[src/rtl/uart_cmd_decoder_pkg.sv]
// Shared definitions for the UART command-frame decoder: header default,
// error codes, FSM state encodings and a saturating counter helper.
package uart_cmd_decoder_pkg;

  localparam logic [7:0] HEADER_DEFAULT = 8'hAA;

  localparam logic [2:0] ERR_NONE    = 3'd0;
  localparam logic [2:0] ERR_PARITY  = 3'd1;
  localparam logic [2:0] ERR_CSUM    = 3'd2;
  localparam logic [2:0] ERR_TIMEOUT = 3'd3;
  localparam logic [2:0] ERR_OVERRUN = 3'd4;

  localparam logic [2:0] ST_IDLE = 3'd0;
  localparam logic [2:0] ST_ADDR = 3'd1;
  localparam logic [2:0] ST_DATA = 3'd2;
  localparam logic [2:0] ST_CSUM = 3'd3;
  localparam logic [2:0] ST_HOLD = 3'd4;

  function automatic logic [7:0] sat_inc8(input logic [7:0] v);
    return (v == 8'hFF) ? v : v + 8'd1;
  endfunction

endpackage

[src/rtl/uart_byte_timeout.sv]
// Inter-byte idle counter: counts while enabled, clears on clr_i or when
// disabled, and flags the terminal count (TIMEOUT_CYCLES-1).
module uart_byte_timeout #(
  parameter int TIMEOUT_CYCLES = 100000,
  parameter int TO_W           = 17
) (
  input  logic clk,
  input  logic reset,
  input  logic clr_i,
  input  logic en_i,
  output logic tc_o
);

  logic [TO_W-1:0] cnt_q, cnt_d;

  always_comb begin
    cnt_d = cnt_q;
    if (clr_i || !en_i) cnt_d = '0;
    else                cnt_d = cnt_q + 1'b1;
  end

  always_ff @(posedge clk or posedge reset) begin
    if (reset) cnt_q <= '0;
    else       cnt_q <= cnt_d;
  end

  assign tc_o = en_i && (cnt_q == TO_W'(TIMEOUT_CYCLES - 1));

endmodule

[src/rtl/uart_cmd_decoder.sv]
// Assembles HEADER/ADDR/DATA.../CSUM byte frames from the UART receiver into
// held address/data commands (valid/ready) and reports frame errors.
module uart_cmd_decoder
  import uart_cmd_decoder_pkg::*;
#(
  parameter int         DATA_BYTES     = 2,
  parameter logic [7:0] HEADER         = HEADER_DEFAULT,
  parameter int         TIMEOUT_CYCLES = 100000,
  parameter int         TO_W           = 17
) (
  input  logic                    clk,
  input  logic                    reset,
  input  logic                    rx_ready,
  input  logic [7:0]              rx_data,
  input  logic                    rx_error,
  output logic                    cmd_valid,
  input  logic                    cmd_ready,
  output logic [7:0]              cmd_addr,
  output logic [8*DATA_BYTES-1:0] cmd_data,
  output logic                    frame_err,
  output logic [2:0]              err_code,
  output logic [7:0]              err_count,
  output logic [2:0]              dbg_state_o
);

  localparam int         DW       = 8 * DATA_BYTES;
  localparam logic [1:0] IDX_LAST = 2'(DATA_BYTES - 1);

  // cmd_valid/cmd_ready: the command is transferred on a cycle where both
  // are high; cmd_addr/cmd_data are stable from the rise of cmd_valid until
  // that transfer and keep their values afterwards.

  logic [2:0]    state_q, state_d;
  logic [1:0]    idx_q, idx_d;
  logic [7:0]    csum_q, csum_d;
  logic [7:0]    addr_sh_q, addr_sh_d;
  logic [DW-1:0] data_sh_q, data_sh_d;
  logic          cmd_valid_q, cmd_valid_d;
  logic [7:0]    cmd_addr_q, cmd_addr_d;
  logic [DW-1:0] cmd_data_q, cmd_data_d;
  logic          frame_err_q, frame_err_d;
  logic [2:0]    err_code_q, err_code_d;
  logic [7:0]    err_count_q, err_count_d;

  logic       err_hit;
  logic [2:0] err_sel;
  logic       in_frame;
  logic       hdr_ok;
  logic       to_tc;

  assign in_frame = (state_q == ST_ADDR) || (state_q == ST_DATA) || (state_q == ST_CSUM);
  assign hdr_ok   = rx_ready && !rx_error && (rx_data == HEADER);

  uart_byte_timeout #(
    .TIMEOUT_CYCLES(TIMEOUT_CYCLES),
    .TO_W          (TO_W)
  ) u_timeout (
    .clk  (clk),
    .reset(reset),
    .clr_i(rx_ready),
    .en_i (in_frame),
    .tc_o (to_tc)
  );

  always_comb begin
    state_d     = state_q;
    idx_d       = idx_q;
    csum_d      = csum_q;
    addr_sh_d   = addr_sh_q;
    data_sh_d   = data_sh_q;
    cmd_valid_d = cmd_valid_q;
    cmd_addr_d  = cmd_addr_q;
    cmd_data_d  = cmd_data_q;
    err_hit     = 1'b0;
    err_sel     = ERR_NONE;

    case (state_q)
      ST_IDLE: begin
        if (hdr_ok) begin
          state_d = ST_ADDR;
          csum_d  = 8'h00;
        end
      end
      ST_ADDR, ST_DATA, ST_CSUM: begin
        // A byte arriving on the terminal-count cycle takes priority.
        if (rx_ready) begin
          if (rx_error) begin
            err_hit = 1'b1;
            err_sel = ERR_PARITY;
            state_d = ST_IDLE;
          end else if (state_q == ST_ADDR) begin
            addr_sh_d = rx_data;
            csum_d    = csum_q ^ rx_data;
            idx_d     = 2'd0;
            state_d   = ST_DATA;
          end else if (state_q == ST_DATA) begin
            data_sh_d = (data_sh_q << 8) | DW'(rx_data);
            csum_d    = csum_q ^ rx_data;
            if (idx_q == IDX_LAST) state_d = ST_CSUM;
            else                   idx_d   = idx_q + 2'd1;
          end else if (rx_data == csum_q) begin
            cmd_addr_d  = addr_sh_q;
            cmd_data_d  = data_sh_q;
            cmd_valid_d = 1'b1;
            state_d     = ST_HOLD;
          end else begin
            err_hit = 1'b1;
            err_sel = ERR_CSUM;
            state_d = ST_IDLE;
          end
        end else if (to_tc) begin
          err_hit = 1'b1;
          err_sel = ERR_TIMEOUT;
          state_d = ST_IDLE;
        end
      end
      ST_HOLD: begin
        if (cmd_ready) begin
          cmd_valid_d = 1'b0;
          state_d     = ST_IDLE;
          if (hdr_ok) begin
            state_d = ST_ADDR;
            csum_d  = 8'h00;
          end
        end else if (rx_ready) begin
          err_hit = 1'b1;
          err_sel = ERR_OVERRUN;
        end
      end
      default: state_d = ST_IDLE;
    endcase

    frame_err_d = err_hit;
    err_code_d  = err_hit ? err_sel : err_code_q;
    err_count_d = err_hit ? sat_inc8(err_count_q) : err_count_q;
  end

  always_ff @(posedge clk or posedge reset) begin
    if (reset) begin
      state_q     <= ST_IDLE;
      idx_q       <= 2'd0;
      csum_q      <= 8'h00;
      addr_sh_q   <= 8'h00;
      data_sh_q   <= '0;
      cmd_valid_q <= 1'b0;
      cmd_addr_q  <= 8'h00;
      cmd_data_q  <= '0;
      frame_err_q <= 1'b0;
      err_code_q  <= ERR_NONE;
      err_count_q <= 8'h00;
    end else begin
      state_q     <= state_d;
      idx_q       <= idx_d;
      csum_q      <= csum_d;
      addr_sh_q   <= addr_sh_d;
      data_sh_q   <= data_sh_d;
      cmd_valid_q <= cmd_valid_d;
      cmd_addr_q  <= cmd_addr_d;
      cmd_data_q  <= cmd_data_d;
      frame_err_q <= frame_err_d;
      err_code_q  <= err_code_d;
      err_count_q <= err_count_d;
    end
  end

  assign cmd_valid   = cmd_valid_q;
  assign cmd_addr    = cmd_addr_q;
  assign cmd_data    = cmd_data_q;
  assign frame_err   = frame_err_q;
  assign err_code    = err_code_q;
  assign err_count   = err_count_q;
  assign dbg_state_o = state_q;

endmodule

[config.mk]
export PLATFORM = sky130hd
export DESIGN_NAME = uart_cmd_decoder
export DESIGN_NICKNAME = d
export VERILOG_FILES = /design/src/rtl/uart_cmd_decoder_pkg.sv /design/src/rtl/uart_byte_timeout.sv /design/src/rtl/uart_cmd_decoder.sv
export SDC_FILE = /design/constraint.sdc
export NUM_CORES = 1
export LEC_CHECK = 0
export CORE_MARGIN = 5
export CORE_UTILIZATION = 60
export DETAILED_ROUTE_END_ITERATION = 8
export HOLD_SLACK_MARGIN = 0.05
export PLACE_DENSITY = 0.93
export SYNTH_ARGS = -nofsm -noshare
export SYNTH_HDL_FRONTEND = slang
export SYNTH_HIERARCHICAL = 1
export SYNTH_SLANG_ARGS = --single-unit
[constraint.sdc]
create_clock -name clk -period 3.9 [get_ports clk]
set_input_delay 0.78 -clock clk [delete_from_list [all_inputs] [get_ports clk]]
set_output_delay 0.78 -clock clk [all_outputs]
set_load 0.01 [all_outputs]
==> results.yml <==
synth:
  synth-edff-count: 0
  synthArstFlopShare: 1.000
  synthAdderAreaFrac: 0.008658
  yosysTopAreaCell: "dfrtp_1"
  avgSynthCellArea_um2: 12.14
  ys_seq_area_frac: 0.5253
  synth_top_area_share: 0.5253
  synthTopCellsByArea: "dfrtp_1 53%, mux2_4 8.3%, mux2_2 5.7%"
  ys_warn_count: 6
  synth-simple-area-share: 0.1506
  synth_cell_type_count: 54
  synthMuxAreaShare: 0.1636
  synth_top_family_by_area: "multiplexers"
  synthXorXnorAreaFrac: 0.04444
  synth.net_count: 373
  syn-cell-area_um2: 4335
  synth_compound_area_frac: 0.07417
  synthFlopType: "dfrtp_1"
  syn-instance-count: 357
  ys_ff_latch: 91
critical_path:
  r2r_cells: 9
  worstSetupPathType: "flop to flop"
  cp.required_ns: 4.14
  cp-start-kind: "flop"
  worstPathArrival_ns: 3.46
  crit_path_end_kind: "flop"
  crit_fanout: 13
cts:
  cts_tree: "done"
  clk_pin_slew_worst_paths_ns: 0.09
  cts.path.max_buffers: 2
  hold_buffers: 0
  cts_resized: 0
  numCtsBuffers: 9
  clk_latency_ns: 0.36
  clock-root-buffer: "clkbuf_8"
  cts_sinks: 91
  cts_setup_buffers: 0
  cts_max_level: 3
timing:
  slew-limit-headroom: 0.4592
  clock-skew-final_ns: 0.01059
  final_hold_viol_count: 0
  min_period_ns: 3.213
  post-route-period-util: 0.8238
  setup_tns_ns: 0
  max_freq_ghz: 0.3113
  setup_violations: 0
  worstMarginPinSlew_ns: 0.8083
  slew_violations: 0
  grt_setup_unrepaired: "false"
outcome:
  status: "completed"
min_path:
  hp-class: "flop to flop"
  worstHoldPathCells: 1
power_and_ir_drop:
  finalPower_mw: 1.678
  power_density_nw_per_um2: 329.3
  leakagePower_nw: 2.271
  peakVddDrop_uv: 198.7
global_routing:
  antenna_found_initial: 0
  grt-ovfl-total: 0
  grt_start_max_net_pins: 42
  grt_pass1_wl_mm: 14.34
  grt_use_total: 0.2039
  grt_pass1_vias: 2973
floorplanning:
  ioPinCount: 53
  dieWidth_um: 95.01
  design.core.area_um2: 7137
  initial_core_util: 0.6075
  die-area_um2: 9026
  num_rows: 31
  die_h_um: 95.01
final_layout:
  nFillCells: 494
  final_nets: 425
  diodes: 0
  area_delta_synth_final_pct: 17.49
  finish.utilization: 0.7137
  drive_above_1_share: 0.2053
routing:
  dr_total_vias: 2877
  route.detailed.drc: 0
  ant_nets: 0
  detail_route.iter0.violations: 199
  drt_wl_total_mm: 8.327
  avgRoutedWirePerCell_um: 16.23
  avgViaCountPerCell: 5.608
  dr.pass1.iters: 4
flow_run:
  maxCapViolCount: 0
placed_design:
  gp_congestion: 0.8242
  portBuffers: 52
  dp_hpwl_mm: 5.966
==> logic make-up (layout without fill, tap and decap cells) <==
kind of cell	after synthesis	in the layout
compound gates	48	48
xor+xnor	22	22
fa+ha+maj	3	3
buf+inv	22	79
flops	91	91
mux	55	55
simple gates	116	116
==> sequential cells by signal, summed over array words and instances (netlist names) <==
register         count
addr_sh_q            8
cmd_addr             8
cmd_data            16
cmd_valid            1
csum_q               8
data_sh_q           16
dbg_state_o          3
err_code             3
err_count            8
frame_err            1
idx_q                2
u_timeout/cnt_q     17
==> worst paths after layout <==
path / to / startpoint / slack, ns
max: err_count[1] / dbg_state_o[0] / 0.69
min: csum_q[7] / csum_q[7] / 0.49
max reg2reg: err_count[1] / dbg_state_o[0] / 0.69
min reg2reg: csum_q[7] / csum_q[7] / 0.49
max in group asynchronous: csum_q[2] / reset / 2.37
min in group asynchronous: u_timeout/cnt_q[5] / reset / 0.85
==> through the flow <==
step | cells | hold WS [ns] | setup slack (ns) | cell area, um2
global placement | 497 | 0.4738 | 0.9122 | 4893
floorplan | 357 | 0.4547 | 1.238 | 4335
CTS | 513 | 0.4950 | 0.6891 | 5094
finish | 513 | 0.4919 | 0.6873 | 5094
global route | 513 | 0.5135 | 0.4229 | 5094
detailed placement | 497 | 0.4807 | 0.7243 | 4893
==> power breakdown <==
| group | internal, mW | leakage (nW) | total [mW] | switching [mW] |
|---|---|---|---|---|
| Combinational | 0.0300 | 0.911 | 0.0732 | 0.0433 |
| Sequential | 0.950 | 1.26 | 0.957 | 0.00684 |
| Clock | 0.306 | 0.103 | 0.648 | 0.342 |
| Total | 1.29 | 2.27 | 1.68 | 0.392 |
==> layout make-up <==
type / instances / area (um2) / share of cell area
Inverter: 10 / 37.54 / 0.007369
Multi-Input combinational cell: 244 / 1914 / 0.3758
Clock inverter: 6 / 72.57 / 0.01425
Clock buffer: 10 / 127.6 / 0.02506
Tap cell: 99 / 123.9 / 0.02432
Timing Repair Buffer: 53 / 540.5 / 0.1061
Sequential cell: 91 / 2277 / 0.4471
==> cell usage in the layout (no fill, tap or decap), drive strengths merged, types with 10 or more instances in the layout <==
cell type / instances
xnor2: 19
inv: 13
nand4: 10
nor2: 37
a21oi: 10
dfrtp: 91
nand2: 21
nand3: 12
clkdlybuf4s50: 52
mux2: 55
clkbuf: 10
o21ai: 23
==> cell usage after synthesis (all sizes together), types with 2 or more instances <==
cell / instances
xnor2: 19
nor3: 9
mux2: 55
a21oi: 10
or3: 3
xor2: 3
o21ai: 23
nand3b: 3
nand2b: 6
nor2: 37
a32o: 3
nand3: 12
clkbuf: 2
and3: 2
ha: 3
nor4b: 3
a21boi: 2
nor4: 4
inv: 10
dfrtp: 91
buf: 10
nand4: 10
nand2: 21
==> worst max-delay path, cell delays in order, from the launching register on <==
cell and delay, ns:
dfrtp_1 0.65, o21ba_2 0.32, nor4b_1 0.25, nand4_1 0.12, nor4_1 0.56, nor2_1 0.19
nor2_1 0.16, o21ai_2 0.20, a21oi_1 0.31, mux2_1 0.35
==> per-layer routing <==
metal	vias to the layer above	share of wire	track usage
met5	-	0	0
met2	73	0.51	0.3312
met3	15	0.040	0.03108
met4	0	0.019	0.08053
met1	1422	0.43	0.2761
li1	1367	-	-
Power figures use the tool's default switching activity.
